### config.mk
export PLATFORM = sky130hd
export DESIGN_NAME = button_conditioner_flat
export DESIGN_NICKNAME = d
export VERILOG_FILES = /design/src/rtl/button_conditioner_if.sv /design/src/rtl/button_conditioner.sv /design/src/flat_wrapper.sv
export SDC_FILE = /design/constraint.sdc
export NUM_CORES = 1
export LEC_CHECK = 0
export BUFFER_PORTS_ARGS = -buffer_cell sky130_fd_sc_hd__buf_4
export CORE_MARGIN = 3
export CORE_UTILIZATION = 48
export CTS_BUF_LIST = sky130_fd_sc_hd__clkbuf_4 sky130_fd_sc_hd__clkbuf_8
export CTS_CLUSTER_SIZE = 28
export DETAILED_ROUTE_END_ITERATION = 16
export PLACE_DENSITY_LB_ADDON = 0.05
export SETUP_SLACK_MARGIN = 0.15
export SLEW_MARGIN = 20
export SYNTH_ARGS = -nofsm -noshare
export SYNTH_HDL_FRONTEND = slang
export SYNTH_SLANG_ARGS = --single-unit
### constraint.sdc
create_clock -name clk -period 3.7 [get_ports clk]
set_input_delay 0.185 -clock clk [delete_from_list [all_inputs] [get_ports clk]]
set_output_delay 0.185 -clock clk [all_outputs]
set_load 0.02 [all_outputs]
### src/rtl/button_conditioner_if.sv
// Button bundle between board pins and game logic: raw pins in, conditioned
// level and event pulses out.
interface button_conditioner_if #(
    parameter int NUM_BTN = 2
);
    logic [NUM_BTN-1:0] btn_raw;
    logic [NUM_BTN-1:0] btn_level;
    logic [NUM_BTN-1:0] btn_press;
    logic [NUM_BTN-1:0] btn_release;
    logic [NUM_BTN-1:0] btn_repeat;

    modport master (
        output btn_raw,
        input  btn_level,
        input  btn_press,
        input  btn_release,
        input  btn_repeat
    );

    modport slave (
        input  btn_raw,
        output btn_level,
        output btn_press,
        output btn_release,
        output btn_repeat
    );
endinterface

### src/rtl/button_conditioner.sv
// Per-button synchroniser, debouncer and auto-repeat generator; every channel
// is fully independent and all outputs come straight from flops.
module button_conditioner #(
    parameter int NUM_BTN         = 2,
    parameter int DEBOUNCE_CYCLES = 1000000,
    parameter int REPEAT_EN       = 1,
    parameter int REPEAT_DELAY    = 50000000,
    parameter int REPEAT_RATE     = 10000000
) (
    input  logic                 clk,
    input  logic                 clr,
    button_conditioner_if.slave  btn
);
    localparam int DW   = $clog2(DEBOUNCE_CYCLES + 1);
    localparam int RMAX = (REPEAT_DELAY > REPEAT_RATE) ? REPEAT_DELAY : REPEAT_RATE;
    localparam int RW   = $clog2(RMAX + 1);

    localparam logic [DW-1:0] DEB_LAST   = DW'(DEBOUNCE_CYCLES);
    localparam logic [RW-1:0] DELAY_LAST = RW'(REPEAT_DELAY - 1);
    localparam logic [RW-1:0] RATE_LAST  = RW'(REPEAT_RATE - 1);

    localparam logic [1:0] ST_IDLE   = 2'd0;
    localparam logic [1:0] ST_DELAY  = 2'd1;
    localparam logic [1:0] ST_REPEAT = 2'd2;

    for (genvar i = 0; i < NUM_BTN; i++) begin : g_ch
        logic          meta_q, sync_q;
        logic [DW-1:0] cnt_q, cnt_d;
        logic          stable_q, stable_d;
        logic          press_q, release_q, repeat_q, repeat_d;
        logic [1:0]    state_q, state_d;
        logic [RW-1:0] rcnt_q, rcnt_d;
        logic          rise, fall;

        // NOTE: every signal gets a default at the top of always_comb so no
        // path leaves it unassigned and no latch is inferred.
        always_comb begin
            cnt_d    = '0;
            stable_d = stable_q;
            // The stable level flips on a mismatched cycle once the count has
            // already reached DEBOUNCE_CYCLES; a match at any point restarts it.
            if (sync_q != stable_q) begin
                if (cnt_q == DEB_LAST) begin
                    stable_d = ~stable_q;
                end else begin
                    cnt_d = cnt_q + 1'b1;
                end
            end
        end

        assign rise = stable_d & ~stable_q;
        assign fall = ~stable_d & stable_q;

        always_comb begin
            state_d  = state_q;
            rcnt_d   = rcnt_q;
            repeat_d = 1'b0;
            // A falling level wins over a pending repeat in the same cycle.
            if (fall || (REPEAT_EN == 0)) begin
                state_d = ST_IDLE;
                rcnt_d  = '0;
            end else begin
                case (state_q)
                    ST_IDLE: begin
                        if (rise) begin
                            state_d = ST_DELAY;
                            rcnt_d  = '0;
                        end
                    end
                    ST_DELAY: begin
                        if (rcnt_q == DELAY_LAST) begin
                            repeat_d = 1'b1;
                            rcnt_d   = '0;
                            state_d  = ST_REPEAT;
                        end else begin
                            rcnt_d = rcnt_q + 1'b1;
                        end
                    end
                    ST_REPEAT: begin
                        if (rcnt_q == RATE_LAST) begin
                            repeat_d = 1'b1;
                            rcnt_d   = '0;
                        end else begin
                            rcnt_d = rcnt_q + 1'b1;
                        end
                    end
                    default: begin
                        state_d = ST_IDLE;
                        rcnt_d  = '0;
                    end
                endcase
            end
        end

        // NOTE: state is updated with non-blocking assignments so every flop
        // samples the pre-edge value of the others.
        always_ff @(posedge clk or posedge clr) begin
            if (clr) begin
                meta_q    <= 1'b0;
                sync_q    <= 1'b0;
                cnt_q     <= '0;
                stable_q  <= 1'b0;
                press_q   <= 1'b0;
                release_q <= 1'b0;
                repeat_q  <= 1'b0;
                state_q   <= ST_IDLE;
                rcnt_q    <= '0;
            end else begin
                meta_q    <= btn.btn_raw[i];
                sync_q    <= meta_q;
                cnt_q     <= cnt_d;
                stable_q  <= stable_d;
                press_q   <= rise;
                release_q <= fall;
                repeat_q  <= repeat_d;
                state_q   <= state_d;
                rcnt_q    <= rcnt_d;
            end
        end

        assign btn.btn_level[i]   = stable_q;
        assign btn.btn_press[i]   = press_q;
        assign btn.btn_release[i] = release_q;
        assign btn.btn_repeat[i]  = repeat_q;
    end
endmodule
### src/flat_wrapper.sv
// flat-port wrapper written by rule: the top's interface ports become plain ports
module button_conditioner_flat 
#(
    parameter int NUM_BTN         = 2,
    parameter int DEBOUNCE_CYCLES = 1000000,
    parameter int REPEAT_EN       = 1,
    parameter int REPEAT_DELAY    = 50000000,
    parameter int REPEAT_RATE     = 10000000
)
  (clk, clr, btn_btn_raw, btn_btn_level, btn_btn_press, btn_btn_release, btn_btn_repeat);
  button_conditioner_if #(.NUM_BTN(NUM_BTN)) btn_i ();
  input  logic clk;
  input  logic clr;
  input wire logic [$bits(btn_i.btn_raw)-1:0] btn_btn_raw;
  output wire logic [$bits(btn_i.btn_level)-1:0] btn_btn_level;
  output wire logic [$bits(btn_i.btn_press)-1:0] btn_btn_press;
  output wire logic [$bits(btn_i.btn_release)-1:0] btn_btn_release;
  output wire logic [$bits(btn_i.btn_repeat)-1:0] btn_btn_repeat;
  assign btn_i.btn_raw = btn_btn_raw;
  assign btn_btn_level = btn_i.btn_level;
  assign btn_btn_press = btn_i.btn_press;
  assign btn_btn_release = btn_i.btn_release;
  assign btn_btn_repeat = btn_i.btn_repeat;
  button_conditioner #(.NUM_BTN(NUM_BTN), .DEBOUNCE_CYCLES(DEBOUNCE_CYCLES), .REPEAT_EN(REPEAT_EN), .REPEAT_DELAY(REPEAT_DELAY), .REPEAT_RATE(REPEAT_RATE)) u_core (.clk(clk), .clr(clr), .btn(btn_i));
endmodule
### Word level (Yosys, flattened, before mapping)

Index checks and enable logic that the tools add are counted.

* memories: 0
* bits in read-only memories: 0
* input bits: 4
* register bits: 108
* bits in latches: 0
* RAM bits: 0

* add/subtract/negate cells: 4
* bitwise gates (word level): 8
* $lt $le $gt $ge: 0
* shift-type cells: 0
* divide/modulo/power cells: 0
* $mul: 0
* eq/ne operators: 18
* muxes and demuxes: 34
* reductions and logical operators: 4

Operator list (count)
* $mux 26: 8
* $pmux 26 s3: 2
* $mux 20: 4
* $add 26x1->26 const B: 2
* $eq 26x24->1 const B: 2
* $eq 26x26->1 const B: 2
* $add 20x1->20 const B: 2
* $eq 20x20->1 const B: 2
* $mux 2: 6
* $ne 3x1->1 const B: 4
* $pmux 2 s3: 2
* $mux 1: 10
* $reduce_and 3->1: 2
* $and 1x1->1: 4
* $eq 2x1->1 const B: 2
* $eq 2x2->1 const B: 2
* $logic_not 2->1: 2
* $ne 2x1->1 const B: 2
* $not 1->1: 4
* $pmux 1 s2: 2
* $ne 1x1->1: 2

### Depth between registers and ports, before layout

* depth after elaboration: 7
* mapped depth: 9
* depth with buffers taken out: 8

### Least setup slack after synthesis

No wires, ideal clock.

* path type: register to register
* from: reg u_core.g_ch[0].cnt_q[0]
* to: reg u_core.g_ch[0].rcnt_q[17]
* arrival time: 2.245 ns
* buffers on the path: 1
* stages on the path, launching flop included: 10
* data required time: 3.631 ns
* path slack: 1.387 ns
* cell sequence: dfrtp_1 -> inv_1 -> ha_1 -> nor4bb_1 -> nand4b_1 -> o41a_1 -> a211o_1 -> buf_2 -> or3_1 -> nand3_1

* word-level cells in the longest chain between the ends: 6

Ends and longest elaborated chain
* from (decl): RTL line button_conditioner.sv:28 `logic [DW-1:0] cnt_q, cnt_d;`
* from (signal assigned): RTL line button_conditioner.sv:111 `cnt_q <= cnt_d;`
* $eq 20x20->1 (*): RTL line button_conditioner.sv:43 `if (cnt_q == DEB_LAST) begin`
* $mux 1 (*): RTL line button_conditioner.sv:43
* $mux 1 (*): RTL line button_conditioner.sv:42 `if (sync_q != stable_q) begin`
* $not 1->1: RTL line button_conditioner.sv:52 `assign fall = ~stable_d & stable_q;`
* $and 1x1->1: RTL line button_conditioner.sv:52
* $ne 3x1->1 (no source line) / $mux 26 (equally long branches)
* to (signal assigned): RTL line button_conditioner.sv:117 `rcnt_q <= rcnt_d;`
* to (decl): RTL line button_conditioner.sv:32 `logic [RW-1:0] rcnt_q, rcnt_d;`

Every way passes the cells marked *; elsewhere a longest branch is shown, timed or not.
A chain may end at the register's enable or synchronous reset.

### Final worst setup path

* from: reg u_core.g_ch[1].cnt_q[15]
* to: reg u_core.g_ch[1].rcnt_q[22]

* word-level cells in the longest chain between the ends: 6

Ends and longest elaborated chain (RTL line)
* from (decl): button_conditioner.sv:28
* from (signal assigned): button_conditioner.sv:111
* $eq 20x20->1 (*): button_conditioner.sv:43
* $mux 1 (*): button_conditioner.sv:43
* $mux 1 (*): button_conditioner.sv:42
* $not 1->1: button_conditioner.sv:52
* $and 1x1->1: button_conditioner.sv:52
* $ne 3x1->1 (no source line) / $mux 26 (equally long branches)
* to (signal assigned): button_conditioner.sv:117
* to (decl): button_conditioner.sv:32

Marks and branches as above.

==> run metrics <==
Synth area leader=dfrtp_1; post-synth top area share=a little under half; critical path type=flip-flop to flip-flop; post-synthesis mux area share=0.386%; Post-synth EDFFs=0; final setup fails=0; Min-Delay Path Class=input pin to async pin; Synth Area in Compound Gates=10.1%; GPL Wtd Cong=0.820; PostCTS Resize Cnt=0; Wirelength per Cell=roughly 16 µm; register area share after synthesis=46.3%; initial DRC count=333; part of the cycle the worst path needs=between 70% and 80%; Core ar.=0.0117 mm²; first-pass detailed-route iteration total=4; Pins Over Slew Limit=0; largest net degree at the start of global routing=81; clk buf depth=2; Non-Filler Instances=roughly 780; CP Cell Sequence=nor4b_1, nand2_1, o31a_1, buf_4, a211o_1, or4_1, nand3_1; Synth Area in XOR/XNOR=6.15%; GRT Resource Usage Total=19.6%; Leak=2.53 nW; initial core utilization=50.0%; Slowest-stage cell, CP=a211o_1; largest family of logic cells by synthesized area=simple AND/OR/NAND/NOR gates; die width=116 µm; Buf/Inv on CP=1; Final Critical Period=approximately 2900 ps; post-synthesis cell area=0.00584 mm²; most area-consuming cells after synthesis=dfrtp_1, nand3_1, nand2_1; cell family with most CP delay=simple AND/OR/NAND/NOR gates; total grt overflow=0; max cap viols=0; Startpoint Class=flip-flop; syn avg cell area=9.18 µm²; Yosys reg bits=108; clk_lat worst skew=390 ps; data required time of the worst path=4030 ps; vias in the first global route=between 4k and 5k; PD cells=349 mW/mm²; die footprint=0.0135 mm²; Largest stage delay, worst path=590 ps; peak supply drop=0.274 mV; row count=39; reg2reg path depth=7; DRC=0; Synth cell types=between 40 and 50; Final Util=between 50 and 60%; clock slew at reported path FFs=around 100 ps; # nets final=656; fmax=~350 MHz; I/O Buffers=11; Slew @ Worst Pin=852 ps; Total Wirelength=between 10,000 and 15,000 µm; Via density=between 5 and 6; ys async rst share=between 90% and 100%; antenna viol nets, final=0; Post-CTS Setup Inserts=0; hold_buf cts=2; Area Growth Syn to Fin=8.06%; Final Power=2.20 mW; CTS tree=built; post-DP HPWL=8160 µm; status=finished clean; skew final=12.2 ps; simple-gate share of the synthesized area=29.8%; TNS Setup=0 ps; vias=4,610; cells after synthesis=about 640; adder-cell share of the synthesized area=3.43%; initial antenna violation count=0; fillers=1,057; reg-to-reg endpoint=u_core.g_ch[1].rcnt_q[22]$_DFFE_PP0P_; CTS Sinks=108; Ports=12; Antenna diodes=0; RSZ-0062 raised after global routing=false; share of cells above drive strength 1=6.71%; worst hold slack=349 ps; Worst EP arrival=approximately 3200 ps; final hold vios=0; r2r setup slk=810 ps; worst flop-to-flop path startpoint=u_core.g_ch[1].cnt_q[15]$_DFF_PP0_; warnings from Yosys=0; Placed Cells=764; Num CTS Buffers=9; Worst path depth=7; Die Y=116 µm; Syn Nets=roughly 660; Max-slew headroom=43.2%; CP endpoint kind=flip-flop; first-pass GRT wire length=21,500 µm; H-Tree Level Count=3; Primary FF master, synth=dfrtp_1; worst-path fanout max=32; CTS root buf=clkbuf_8
## kinds of logic (layout without fill, tap and decap cells)
kind of cell / count (synthesis) / count (layout)
AOI/OAI and AO/OA: 77 / 77
buffers and inverters: 47 / 52
muxes: 2 / 2
xor gates and xnor gates: 41 / 41
and+or+nand+nor: 345 / 345
DFF: 108 / 108
adders and majority gates: 16 / 16
## synth_stat cells (all sizes together), types with 3 or more instances
cell type / count
a21oi: 8
a22o: 3
and2: 4
and3: 13
and4: 7
buf: 19
clkbuf: 12
dfrtp: 108
ha: 16
inv: 16
nand2: 89
nand2b: 5
nand3: 80
nand4: 20
nand4b: 4
nor2: 64
nor3: 9
nor4: 11
nor4b: 6
o21ai: 16
o311ai: 30
o41ai: 6
or2: 4
or3: 14
or4: 4
xnor2: 16
xor2: 25
## worst max path at each step
stage	slack, ps	end	startpoint
6_report	810	u_core.g_ch[1].rcnt_q[22]$_DFFE_PP0P_	u_core.g_ch[1].cnt_q[15]$_DFF_PP0_
5_1_grt	430	u_core.g_ch[0].rcnt_q[11]$_DFFE_PP0P_	u_core.g_ch[0].cnt_q[0]$_DFF_PP0_
4_1_cts	800	u_core.g_ch[1].rcnt_q[22]$_DFFE_PP0P_	u_core.g_ch[1].cnt_q[15]$_DFF_PP0_
3_5_place_dp	790	u_core.g_ch[0].rcnt_q[14]$_DFFE_PP0P_	u_core.g_ch[0].cnt_q[0]$_DFF_PP0_
3_3_place_gp	840	u_core.g_ch[0].rcnt_q[20]$_DFFE_PP0P_	u_core.g_ch[0].cnt_q[0]$_DFF_PP0_
2_1_floorplan	670	u_core.g_ch[0].cnt_q[0]$_DFF_PP0_	clr
## cell usage in the layout (no fill, tap or decap), drive strengths merged, types with 4 or more instances in the layout
cell | synthesis | layout
a21oi | 8 | 8
and2 | 4 | 4
and3 | 13 | 13
and4 | 7 | 7
buf | 19 | 17
bufinv | 0 | 4
clkbuf | 12 | 10
dfrtp | 108 | 108
ha | 16 | 16
inv | 16 | 17
nand2 | 89 | 89
nand2b | 5 | 5
nand3 | 80 | 80
nand4 | 20 | 20
nand4b | 4 | 4
nor2 | 64 | 64
nor3 | 9 | 9
nor4 | 11 | 11
nor4b | 6 | 6
o21ai | 16 | 16
o311ai | 30 | 30
o41ai | 6 | 6
or2 | 4 | 4
or3 | 14 | 14
or4 | 4 | 4
xnor2 | 16 | 16
xor2 | 25 | 25
## cell type report
type	count	area [µm²]	share of cell area [%]
Multi-Input combinational cell	481	2910	46.2
Clock buffer	10	138	2.18
Clock inverter	6	134	2.12
Sequential cell	108	2700	42.8
Inverter	16	62.6	0.992
Timing Repair Buffer	20	178	2.82
Tap cell	143	179	2.84
## registers in the layout, indices dropped and copies added, names as in the netlist
register               flops
u_core.g_ch.state_q        4
u_core.g_ch.cnt_q         40
u_core.g_ch.rcnt_q        52
u_core.g_ch.sync_q         2
u_core.g_ch.press_q        2
u_core.g_ch.stable_q       2
u_core.g_ch.meta_q         2
u_core.g_ch.repeat_q       2
u_core.g_ch.release_q      2
## worst register-to-register path: stages, from the launching register on
cell,delay [ps]
dfrtp_1,420
nor4b_1,460
nand2_1,130
o31a_1,320
buf_4,240
a211o_1,590
or4_1,590
nand3_1,90
## power breakdown
| group | internal, mW | total (mW) | switching [mW] |
|---|---|---|---|
| clock network | 0.537 | 0.949 | 0.411 |
| logic | 0.0168 | 0.0552 | 0.0385 |
| registers | 1.19 | 1.20 | 0.00873 |
| total | 1.74 | 2.20 | 0.459 |
## stage by stage
stage / worst slack, ps / cell area (µm²)
global route: 434 / 6310
detailed placement: 792 / 5980
finish: 807 / 6310
CTS: 797 / 6270
global placement: 837 / 5980
floorplan: 669 / 5840
## layer usage
layer / global-route usage (%) / part of all wire (%)
met3: 4.92 / 2.7
met5: 0 / 0
met4: 5.41 / 0.88
met2: 32.0 / 49
met1: 26.0 / 48
No activity file was read; power rests on OpenSTA's default activity.
